### config.mk
export PLATFORM = sky130hd
export DESIGN_NAME = seq_divider_flat
export DESIGN_NICKNAME = d
export VERILOG_FILES = /design/src/rtl/seq_divider_pkg.sv /design/src/rtl/seq_divider_if.sv /design/src/rtl/seq_divider_div_step.sv /design/src/rtl/seq_divider.sv /design/src/flat_wrapper.sv
export SDC_FILE = /design/constraint.sdc
export NUM_CORES = 1
export LEC_CHECK = 0
export ABC_AREA = 1
export CORE_AREA = 2 2 123 125
export CTS_CLUSTER_DIAMETER = 150
export DETAILED_ROUTE_END_ITERATION = 10
export DIE_AREA = 0 0 125 127
export GPL_TIMING_DRIVEN = 0
export MAX_ROUTING_LAYER = met4
export PLACE_DENSITY = 0.66
export SLEW_MARGIN = 20
export SYNTH_ARGS = -nofsm -noshare
export SYNTH_HDL_FRONTEND = slang
export SYNTH_HIERARCHICAL = 1
export SYNTH_SLANG_ARGS = --single-unit
### constraint.sdc
create_clock -name clk -period 7.9 [get_ports clk]
set_clock_uncertainty 0.15 [all_clocks]
set_input_delay 2.37 -clock clk [delete_from_list [all_inputs] [get_ports clk]]
set_output_delay 2.37 -clock clk [all_outputs]
set_load 0.02 [all_outputs]
### src/rtl/seq_divider_pkg.sv
// seq_divider_pkg: shared types and constants for the sequential divider.
// Holds the FSM state enum, default widths and the divide-by-zero quotient.
package seq_divider_pkg;

  typedef enum logic [1:0] {
    IDLE,
    RUN,
    DONE
  } state_e;

  localparam int DEF_WIDTH     = 16;
  localparam int DEF_OUT_WIDTH = 32;

  localparam logic [DEF_WIDTH-1:0] DIV0_QUOTIENT = '1;

endpackage

### src/rtl/seq_divider_if.sv
// seq_divider_if: request/result handshake bundle for seq_divider.
// Ports: in_valid/in_ready/dividend/divisor (request), out_valid/
// out_ready/quotient/remainder/err (result); master = requester, slave = divider.
interface seq_divider_if
  import seq_divider_pkg::*;
#(
  parameter int WIDTH     = DEF_WIDTH,
  parameter int OUT_WIDTH = DEF_OUT_WIDTH
) ();

  logic                 in_valid;
  logic                 in_ready;
  logic [WIDTH-1:0]     dividend;
  logic [WIDTH-1:0]     divisor;
  logic                 out_valid;
  logic                 out_ready;
  logic [OUT_WIDTH-1:0] quotient;
  logic [OUT_WIDTH-1:0] remainder;
  logic                 err;

  modport master (
    output in_valid, dividend, divisor, out_ready,
    input  in_ready, out_valid, quotient, remainder, err
  );

  modport slave (
    input  in_valid, dividend, divisor, out_ready,
    output in_ready, out_valid, quotient, remainder, err
  );

endinterface

### src/rtl/seq_divider_div_step.sv
// div_step: one combinational restoring-division step.
// Ports: rem_i (partial remainder), bit_i (next dividend bit), divisor_i;
// rem_o (next partial remainder), q_o (quotient bit).
module div_step #(
  parameter int WIDTH = 16
) (
  input  logic [WIDTH-1:0] rem_i,
  input  logic             bit_i,
  input  logic [WIDTH-1:0] divisor_i,
  output logic [WIDTH-1:0] rem_o,
  output logic             q_o
);

  logic [WIDTH:0]   shifted;
  logic [WIDTH-1:0] trial;

  assign shifted = {rem_i, bit_i};
  // rem_i < divisor_i, so a successful difference always fits in WIDTH bits.
  assign trial   = shifted[WIDTH-1:0] - divisor_i;
  assign q_o     = (shifted >= {1'b0, divisor_i});
  assign rem_o   = q_o ? trial : shifted[WIDTH-1:0];

endmodule

### src/rtl/seq_divider.sv
// seq_divider: multi-cycle restoring divider, one quotient bit per clock.
// Ports: clk, rst (async, active-high), bus (seq_divider_if.slave handshake).
// Macro SEQ_DIVIDER_SIGNED_EN selects two's-complement operands and results.
module seq_divider
  import seq_divider_pkg::*;
#(
  parameter int WIDTH     = DEF_WIDTH,
  parameter int OUT_WIDTH = DEF_OUT_WIDTH
) (
  input  logic         clk,
  input  logic         rst,
  seq_divider_if.slave bus
);

  localparam int CW = (WIDTH > 1) ? $clog2(WIDTH) : 1;
  localparam logic [CW-1:0] LAST = CW'(WIDTH - 1);
  // All-ones stays all-ones under sign extension or truncation.
  localparam logic [WIDTH-1:0] DIV0_Q = WIDTH'($signed(DIV0_QUOTIENT));

  function automatic logic [OUT_WIDTH-1:0] ext(input logic [WIDTH-1:0] v);
`ifdef SEQ_DIVIDER_SIGNED_EN
    return OUT_WIDTH'($signed(v));
`else
    return OUT_WIDTH'(v);
`endif
  endfunction

  state_e               state_q, state_d;
  logic [CW-1:0]        count_q, count_d;
  logic [WIDTH-1:0]     rem_q, rem_d;
  logic [WIDTH-1:0]     shift_q, shift_d;
  logic [WIDTH-1:0]     dvsr_q, dvsr_d;
  logic [OUT_WIDTH-1:0] quot_q, quot_d;
  logic [OUT_WIDTH-1:0] remd_q, remd_d;
  logic                 err_q, err_d;

  logic [WIDTH-1:0]     step_rem;
  logic                 step_q;
  logic [WIDTH-1:0]     fin_q;
  logic [WIDTH-1:0]     a_in, b_in;

  div_step #(.WIDTH(WIDTH)) u_step (
    .rem_i    (rem_q),
    .bit_i    (shift_q[WIDTH-1]),
    .divisor_i(dvsr_q),
    .rem_o    (step_rem),
    .q_o      (step_q)
  );

  // Quotient bits enter at the LSB as dividend bits leave the MSB.
  assign fin_q = {shift_q[WIDTH-2:0], step_q};

`ifdef SEQ_DIVIDER_SIGNED_EN
  logic qneg_q, qneg_d;
  logic rneg_q, rneg_d;
  logic ovf_q, ovf_d;
  logic a_neg, b_neg;

  assign a_neg = bus.dividend[WIDTH-1];
  assign b_neg = bus.divisor[WIDTH-1];
  assign a_in  = a_neg ? -bus.dividend : bus.dividend;
  assign b_in  = b_neg ? -bus.divisor : bus.divisor;
`else
  assign a_in  = bus.dividend;
  assign b_in  = bus.divisor;
`endif

  always_comb begin
    state_d = state_q;
    count_d = count_q;
    rem_d   = rem_q;
    shift_d = shift_q;
    dvsr_d  = dvsr_q;
    quot_d  = quot_q;
    remd_d  = remd_q;
    err_d   = err_q;
`ifdef SEQ_DIVIDER_SIGNED_EN
    qneg_d  = qneg_q;
    rneg_d  = rneg_q;
    ovf_d   = ovf_q;
`endif
    unique case (state_q)
      IDLE: begin
        if (bus.in_valid) begin
          if (bus.divisor == '0) begin
            state_d = DONE;
            quot_d  = ext(DIV0_Q);
            remd_d  = ext(bus.dividend);
            err_d   = 1'b1;
          end else begin
            state_d = RUN;
            count_d = '0;
            rem_d   = '0;
            shift_d = a_in;
            dvsr_d  = b_in;
`ifdef SEQ_DIVIDER_SIGNED_EN
            qneg_d  = a_neg ^ b_neg;
            rneg_d  = a_neg;
            // Most negative / -1 is the only unrepresentable quotient.
            ovf_d   = (bus.dividend == {1'b1, {(WIDTH-1){1'b0}}})
                    && (bus.divisor == '1);
`endif
          end
        end
      end
      RUN: begin
        shift_d = fin_q;
        rem_d   = step_rem;
        count_d = count_q + 1'b1;
        if (count_q == LAST) begin
          state_d = DONE;
`ifdef SEQ_DIVIDER_SIGNED_EN
          quot_d  = ext(qneg_q ? -fin_q : fin_q);
          remd_d  = ext(rneg_q ? -step_rem : step_rem);
          err_d   = ovf_q;
`else
          quot_d  = ext(fin_q);
          remd_d  = ext(step_rem);
          err_d   = 1'b0;
`endif
        end
      end
      DONE: begin
        if (bus.out_ready) state_d = IDLE;
      end
      default: state_d = IDLE;
    endcase
  end

  always_ff @(posedge clk or posedge rst) begin
    if (rst) begin
      state_q <= IDLE;
      count_q <= '0;
      rem_q   <= '0;
      shift_q <= '0;
      dvsr_q  <= '0;
      quot_q  <= '0;
      remd_q  <= '0;
      err_q   <= 1'b0;
`ifdef SEQ_DIVIDER_SIGNED_EN
      qneg_q  <= 1'b0;
      rneg_q  <= 1'b0;
      ovf_q   <= 1'b0;
`endif
    end else begin
      state_q <= state_d;
      count_q <= count_d;
      rem_q   <= rem_d;
      shift_q <= shift_d;
      dvsr_q  <= dvsr_d;
      quot_q  <= quot_d;
      remd_q  <= remd_d;
      err_q   <= err_d;
`ifdef SEQ_DIVIDER_SIGNED_EN
      qneg_q  <= qneg_d;
      rneg_q  <= rneg_d;
      ovf_q   <= ovf_d;
`endif
    end
  end

  assign bus.in_ready  = (state_q == IDLE);
  assign bus.out_valid = (state_q == DONE);
  assign bus.quotient  = quot_q;
  assign bus.remainder = remd_q;
  assign bus.err       = err_q;

endmodule
### src/flat_wrapper.sv
// flat-port wrapper written by rule: the top's interface ports become plain ports
module seq_divider_flat import seq_divider_pkg::*;
#(
  parameter int WIDTH     = DEF_WIDTH,
  parameter int OUT_WIDTH = DEF_OUT_WIDTH
)
  (clk, rst, bus_in_valid, bus_dividend, bus_divisor, bus_out_ready, bus_in_ready, bus_out_valid, bus_quotient, bus_remainder, bus_err);
  seq_divider_if #(.WIDTH(WIDTH), .OUT_WIDTH(OUT_WIDTH)) bus_i ();
  input  logic clk;
  input  logic rst;
  input wire logic [$bits(bus_i.in_valid)-1:0] bus_in_valid;
  input wire logic [$bits(bus_i.dividend)-1:0] bus_dividend;
  input wire logic [$bits(bus_i.divisor)-1:0] bus_divisor;
  input wire logic [$bits(bus_i.out_ready)-1:0] bus_out_ready;
  output wire logic [$bits(bus_i.in_ready)-1:0] bus_in_ready;
  output wire logic [$bits(bus_i.out_valid)-1:0] bus_out_valid;
  output wire logic [$bits(bus_i.quotient)-1:0] bus_quotient;
  output wire logic [$bits(bus_i.remainder)-1:0] bus_remainder;
  output wire logic [$bits(bus_i.err)-1:0] bus_err;
  assign bus_i.in_valid = bus_in_valid;
  assign bus_i.dividend = bus_dividend;
  assign bus_i.divisor = bus_divisor;
  assign bus_i.out_ready = bus_out_ready;
  assign bus_in_ready = bus_i.in_ready;
  assign bus_out_valid = bus_i.out_valid;
  assign bus_quotient = bus_i.quotient;
  assign bus_remainder = bus_i.remainder;
  assign bus_err = bus_i.err;
  seq_divider #(.WIDTH(WIDTH), .OUT_WIDTH(OUT_WIDTH)) u_core (.clk(clk), .rst(rst), .bus(bus_i));
endmodule
==> results of run 1 <==
## layout make-up
class	count	share of cell area, %
clock inverters	5	0.895
diodes	1	0.0351
plain buffers	67	6.70
multi-input cells	594	40.7
clock buffers	11	3.40
well taps	184	3.23
inverters	84	4.46
repair buffers	70	10.1
flip-flops and latches	87	30.5
## metrics by stage
stage / instance area, sq um / hold WS (ps) / instances / power [mW] / worst slack [ps]
after floorplan: 5870 / 292 / 832 / 2.18 / 3130
after global placement: 6790 / 305 / 1085 / 2.73 / 1660
after detailed placement: 6820 / 310 / 1086 / 2.76 / 3670
after CTS: 7130 / 326 / 1102 / 3.22 / 3290
after global routing: 7130 / 346 / 1102 / 3.50 / 3210
final: 7130 / 321 / 1103 / 3.21 / 3320
## cell usage after synthesis (3+ instances only)
cell type    n
dfrtp_1     87
nand2_4      6
o21ai_1      4
nor2_2       4
a21oi_1     10
nand2_1    309
xor2_1       5
nor2_8       3
nand3_1    116
o21ai_0     15
ha_1        17
clkbuf_1     4
buf_2       12
nor2_1      21
nand4_1     20
nand2_2     16
buf_4       44
inv_2        6
inv_1       78
buf_6        4
## cell families after synthesis
family	count (synthesis)
AOI/OAI and AO/OA	32
xor gates and xnor gates	7
adders and majority gates	18
buffers and inverters	151
DFF	87
other	1
and+or+nand+nor	505
## sequential cells by signal (all words and copies together) (netlist names)
register              cells
u_core/dvsr_q            16
u_core/bus.quotient      16
u_core/count_q            4
u_core/bus.err            1
u_core/shift_q           16
u_core/state_q            2
u_core/bus.remainder     16
u_core/rem_q             16
## routing by layer
layer / global-route usage (%) / share of wire, %
met4: 5.82 / 1.5
met5: - / 0
met3: 3.64 / 4.8
met2: 30.8 / 46
met1: 27.6 / 48
## path summary, 6_finish.rpt
kind | from | endpoint | cells after the start
setup / recovery | u_core/state_q[1]$_DFFE_PP0P_ | bus_in_ready | 5
hold / removal | u_core/bus.quotient[12]$_DFFE_PP0P_ | u_core/bus.quotient[12]$_DFFE_PP0P_ | 2
setup reg to reg | u_core/shift_q[15]$_DFFE_PP0P_ | u_core/bus.remainder[8]$_DFFE_PP0P_ | 14
hold reg to reg | u_core/bus.quotient[12]$_DFFE_PP0P_ | u_core/bus.quotient[12]$_DFFE_PP0P_ | 2
max in group asynchronous | rst | u_core/dvsr_q[14]$_DFFE_PP0P_ | 3
min in group asynchronous | rst | u_core/bus.quotient[4]$_DFFE_PP0P_ | 2
## cell usage in the layout, fill, tap and decap left out, types with 10 or more instances in the layout
master and n:
o21ai_0 15, nand3_1 116, nor2_1 21, dfrtp_1 87, buf_4 44, conb_1 32
clkdlybuf4s50_1 69, nand4_1 20, a21oi_1 10, buf_2 12, ha_1 17, inv_1 77
nand2_1 309, nand2_2 16
## power groups by stage
stage               clock [mW]  combinational, mW  sequential, mW
floorplan                    0               1.34           0.848
global placement             0               1.96           0.773
detailed placement           0               1.98           0.778
CTS                      0.456               1.99           0.773
global route             0.474               2.23           0.800
finish                   0.448               1.99           0.772
## critical path, stage by stage, from the launching register on
cell and delay (ps):
dfrtp_1 370, buf_6 150, nor2_1 130, buf_4 220, buf_2 220, clkdlybuf4s50_1 630
==> impl_metrics.json, run 1 <==
{
  "tns_ps": 0,
  "nFillCells": 1460,
  "grt-ovfl-total": 0,
  "avgSynthCellArea_sq_um": 7.19,
  "synth-simple-area-share_pct": 40.1,
  "grt_max_degree": 54,
  "postLayoutCoreUtil_pct": 49.4,
  "antenna_found_initial": 0,
  "path_clk_slew_ps": 70,
  "clkSinkCount": 87,
  "synth-xor-area-share_pct": 1.07,
  "multiInputGateArea_sq_mm": 0.00290,
  "cts_repair_resize_count": 0,
  "intPower_mw": 1.64,
  "ios": 103,
  "cts_root_buf": "clkbuf_16",
  "rsz0062_at_grt": "false",
  "ys_seq_elements": 87,
  "p_per_area_mw_per_mm2": 450,
  "drc_errors": 0,
  "hold_buffers": 0,
  "numCtsBuffers": 9,
  "synth_top_family_by_area": "simple AND/OR/NAND/NOR gates",
  "yosys_warnings": 6,
  "synth_area_leaders": "dfrtp_1 (38%), nand2_1 (20%), nand3_1 (10%), buf_4 (5.7%), inv_1 (5.1%)",
  "synthArstFlopShare_pct": 100,
  "peakVddDrop_mv": 0.195,
  "io_buffers": 69,
  "yosysTopAreaCell": "dfrtp_1",
  "synth_cell_types": 36,
  "p_switching_mw": 1.56,
  "max_cap_viol_count": 0,
  "wl_um": 15100,
  "num_rows": 44,
  "ant_nets": 0,
  "switching_share_pct": 48.8,
  "p_leak_nw": 3.97,
  "dp_hpwl_um": 11900,
  "dieArea_sq_mm": 0.0159,
  "cts_buffer_depth": 2,
  "synthDominantCellAreaShare_pct": 37.8,
  "cts_tree": "yes",
  "synth_edf_count": 0,
  "max_slew_margin_pct": 63.0,
  "routed_via_density": 4.73,
  "drtIter0Drc": 412,
  "critPathLaunchType": "flip-flop",
  "grt_pass1_vias": 4951,
  "drive_gt1_share_pct": 13.2,
  "area_growth_pct": 23.9,
  "cp.required_ps": 5380,
  "hold_path.class": "flip-flop to flip-flop",
  "grt_pass1_wl_um": 24900,
  "track_usage_pct": 20.1,
  "first_pass_iters": 7,
  "synth_compound_area_share_pct": 3.09,
  "worst_pin_slew_ps": 555,
  "start_util_pct": 39.9,
  "finalSetupViolCount": 0,
  "syn_inst": 801,
  "critical_path.max_fanout": 10,
  "r2r_setup_slack_ps": 5420,
  "critical_path_class": "flip-flop to output pin",
  "die_w_um": 125,
  "clk_latency_ps": 350,
  "synth_ff_type": "dfrtp_1",
  "p_clk_share_pct": 14.0,
  "status": "completed",
  "syn_area_sq_mm": 0.00576,
  "regArea_sq_mm": 0.00218,
  "pwr-share-seq_pct": 24.1,
  "wl_per_cell_um": 13.7,
  "synthMuxAreaShare_pct": 0,
  "finalWeightedCongestion": 0.890,
  "p_comb_share_pct": 62.0,
  "slew_violations": 0,
  "clock.fmax_mhz": 218,
  "fin_crit_ps": 4580,
  "critPathCaptureType": "output pin",
  "post-route-period-util_pct": 58.0,
  "postCtsSetupRepairBufs": 0,
  "htree_levels": 3,
  "core_sq_mm": 0.0144,
  "die_h_um": 127,
  "crit_arrival_ps": 2060,
  "vias": 5220,
  "yosysSeqAreaShare_pct": 37.8,
  "nNetsFinal": 967,
  "synthAdderAreaFrac_pct": 4.04,
  "finalHoldViolations": 0
}
No activity file was read; power rests on OpenSTA's default activity.
==> inputs of run 2 (changes only) <==
Settings changed: PLACE_DENSITY 0.66 to 0.68.
Clock period 7.9 ns to 4.1 ns, I/O delays scaled along.
==> run 2 against run 1 <==
Against the previous run:
- clock power is 100% higher
- global-route usage is 0.34 points lower
- first-iteration DRC count is 5.6% higher
- largest power group unchanged
==> impl_metrics.json, run 2 (synthesized netlist as in run 1, its figures left out) <==
{
  "status": "completed",
  "cp.required_ps": 2720,
  "max_cap_viol_count": 0,
  "regArea_sq_mm": 0.00218,
  "track_usage_pct": 19.8,
  "path_cells": "buf_6 -> nor2_1 -> buf_4 -> buf_2 -> clkdlybuf4s50_1",
  "nFillCells": 1434,
  "die_w_um": 125,
  "clkSinkCount": 87,
  "mostFrequentLayoutCells": "nand2_1 (309), nand3_1 (116), dfrtp_1 (87)",
  "place_ws_ps": 986,
  "hold_path.class": "flip-flop to flip-flop",
  "peakVddDrop_mv": 0.357,
  "post-route-period-util_pct": 84.2,
  "routed_via_density": 4.81,
  "antenna_found_initial": 0,
  "p_switching_mw": 2.99,
  "fin_crit_ps": 3450,
  "p_leak_nw": 3.98,
  "drc_errors": 0,
  "pwr-share-seq_pct": 23.8,
  "finalHoldViolations": 0,
  "postCtsSetupRepairBufs": 0,
  "num_rows": 44,
  "hold_buffers": 0,
  "finalWeightedCongestion": 0.889,
  "cts_repair_resize_count": 0,
  "grt_pass1_wl_um": 24500,
  "drtIter0Drc": 435,
  "critPathLaunchType": "flip-flop",
  "rsz0062_at_grt": "false",
  "first_pass_iters": 5,
  "tns_ps": 0,
  "r2r_setup_slack_ps": 1600,
  "ant_nets": 0,
  "vias": 5289,
  "io_buffers": 69,
  "p_per_area_mw_per_mm2": 870,
  "cts_root_buf": "clkbuf_16",
  "switching_share_pct": 48.1,
  "htree_levels": 3,
  "cts_buffer_depth": 2,
  "die_h_um": 127,
  "clock.fmax_mhz": 290,
  "core_sq_mm": 0.0144,
  "dp_hpwl_um": 11700,
  "grt_pass1_vias": 4890,
  "slew_violations": 0,
  "nNetsFinal": 967,
  "p_comb_share_pct": 61.7,
  "ios": 103,
  "clk_latency_ps": 350,
  "cts_tree": "yes",
  "fin_ws_ps": 647,
  "max_slew_margin_pct": 61.7,
  "worst_pin_slew_ps": 574,
  "critical_path.max_fanout": 10,
  "intPower_mw": 3.22,
  "critical_path_class": "flip-flop to output pin",
  "grt_max_degree": 47,
  "dieArea_sq_mm": 0.0159,
  "cp_top_family": "buffers and inverters",
  "p_clk_share_pct": 14.5,
  "finalSetupViolCount": 0,
  "antenna_cells": 0,
  "fin_total_pwr_mw": 6.21,
  "slowest_stage": "clkdlybuf4s50_1",
  "numCtsBuffers": 9,
  "critPathCaptureType": "output pin",
  "area_growth_pct": 24.0,
  "multiInputGateArea_sq_mm": 0.00290,
  "wl_per_cell_um": 13.6,
  "wl_um": 14900,
  "crit_path_max_incr_delay_ps": 630,
  "grt-ovfl-total": 0,
  "dp.cells": 1086,
  "cp_num_buf_inv": 4,
  "start_util_pct": 39.9,
  "final_common_cell": "nand2_1",
  "layout.cells.non_filler": 1100,
  "path_clk_slew_ps": 60,
  "postLayoutCoreUtil_pct": 49.5,
  "crit_arrival_ps": 2070,
  "drive_gt1_share_pct": 13.1
}
==> run 2: cell count changes in the layout (fill, tap and decap cells not counted) <==
cell	delta
bufinv_16	+1
clkbuf_1	-1
clkinv_4	-1
clkinvlp_4	-1
diode_2	-1
==> run 2: final timing paths <==
kind	start	to	cells after the start
worst max-delay path	u_core/state_q[1]$_DFFE_PP0P_	bus_in_ready	5
worst min-delay path	u_core/bus.err$_DFFE_PP0P_	u_core/bus.err$_DFFE_PP0P_	2
worst max register to register	u_core/rem_q[13]$_DFFE_PP0P_	u_core/bus.remainder[12]$_DFFE_PP0P_	13
worst min register to register	u_core/bus.err$_DFFE_PP0P_	u_core/bus.err$_DFFE_PP0P_	2
max in group asynchronous	rst	u_core/dvsr_q[11]$_DFFE_PP0P_	3
min in group asynchronous	rst	u_core/bus.remainder[8]$_DFFE_PP0P_	2
==> run 2: cell type report <==
class                           instances  share of cell area (%)
Clock buffer                           10                    3.35
Inverter                               84                    4.45
Tap cell                              184                    3.22
Sequential cell                        87                    30.5
Multi-Input combinational cell        594                    40.6
Buffer                                 67                    6.69
Timing Repair Buffer                   70                    10.1
Clock inverter                          4                    1.09
==> run 2: power groups by stage <==
stage / logic (mW) / clock network, mW / registers [mW]
global route: 4.31 / 0.951 / 1.53
CTS: 3.82 / 0.919 / 1.48
detailed placement: 3.81 / 0 / 1.49
global placement: 3.75 / 0 / 1.49
floorplan: 2.57 / 0 / 1.63
finish: 3.83 / 0.900 / 1.48
==> run 2: worst register-to-register path, cell delays in order, from the launching register on <==
cell and delay (ps):
dfrtp_1 420, ha_1 390, a21oi_1 240, o21a_1 200, o21ai_4 90, nor2_8 170
nand2_8 100, buf_12 160, nand2_2 50, nand2_1 50, nand2_1 110, nand2_1 110
nand3_1 100, nand2_1 50
==> run 2: layer usage <==
layer,track usage (%),wire length (um),vias up
met3,3.35,762,17
met5,-,0,-
met1,26.5,6940,2431
li1,-,-,2698
met2,31.0,7000,143
met4,6.08,248,0
==> run 2: stage by stage <==
step                      instance area [sq um]  hold WS (ps)
after floorplan                            5870           292
after global placement                     6790           305
after detailed placement                   6820           308
after CTS                                  7140           323
after global routing                       7140           346
final                                      7140           318
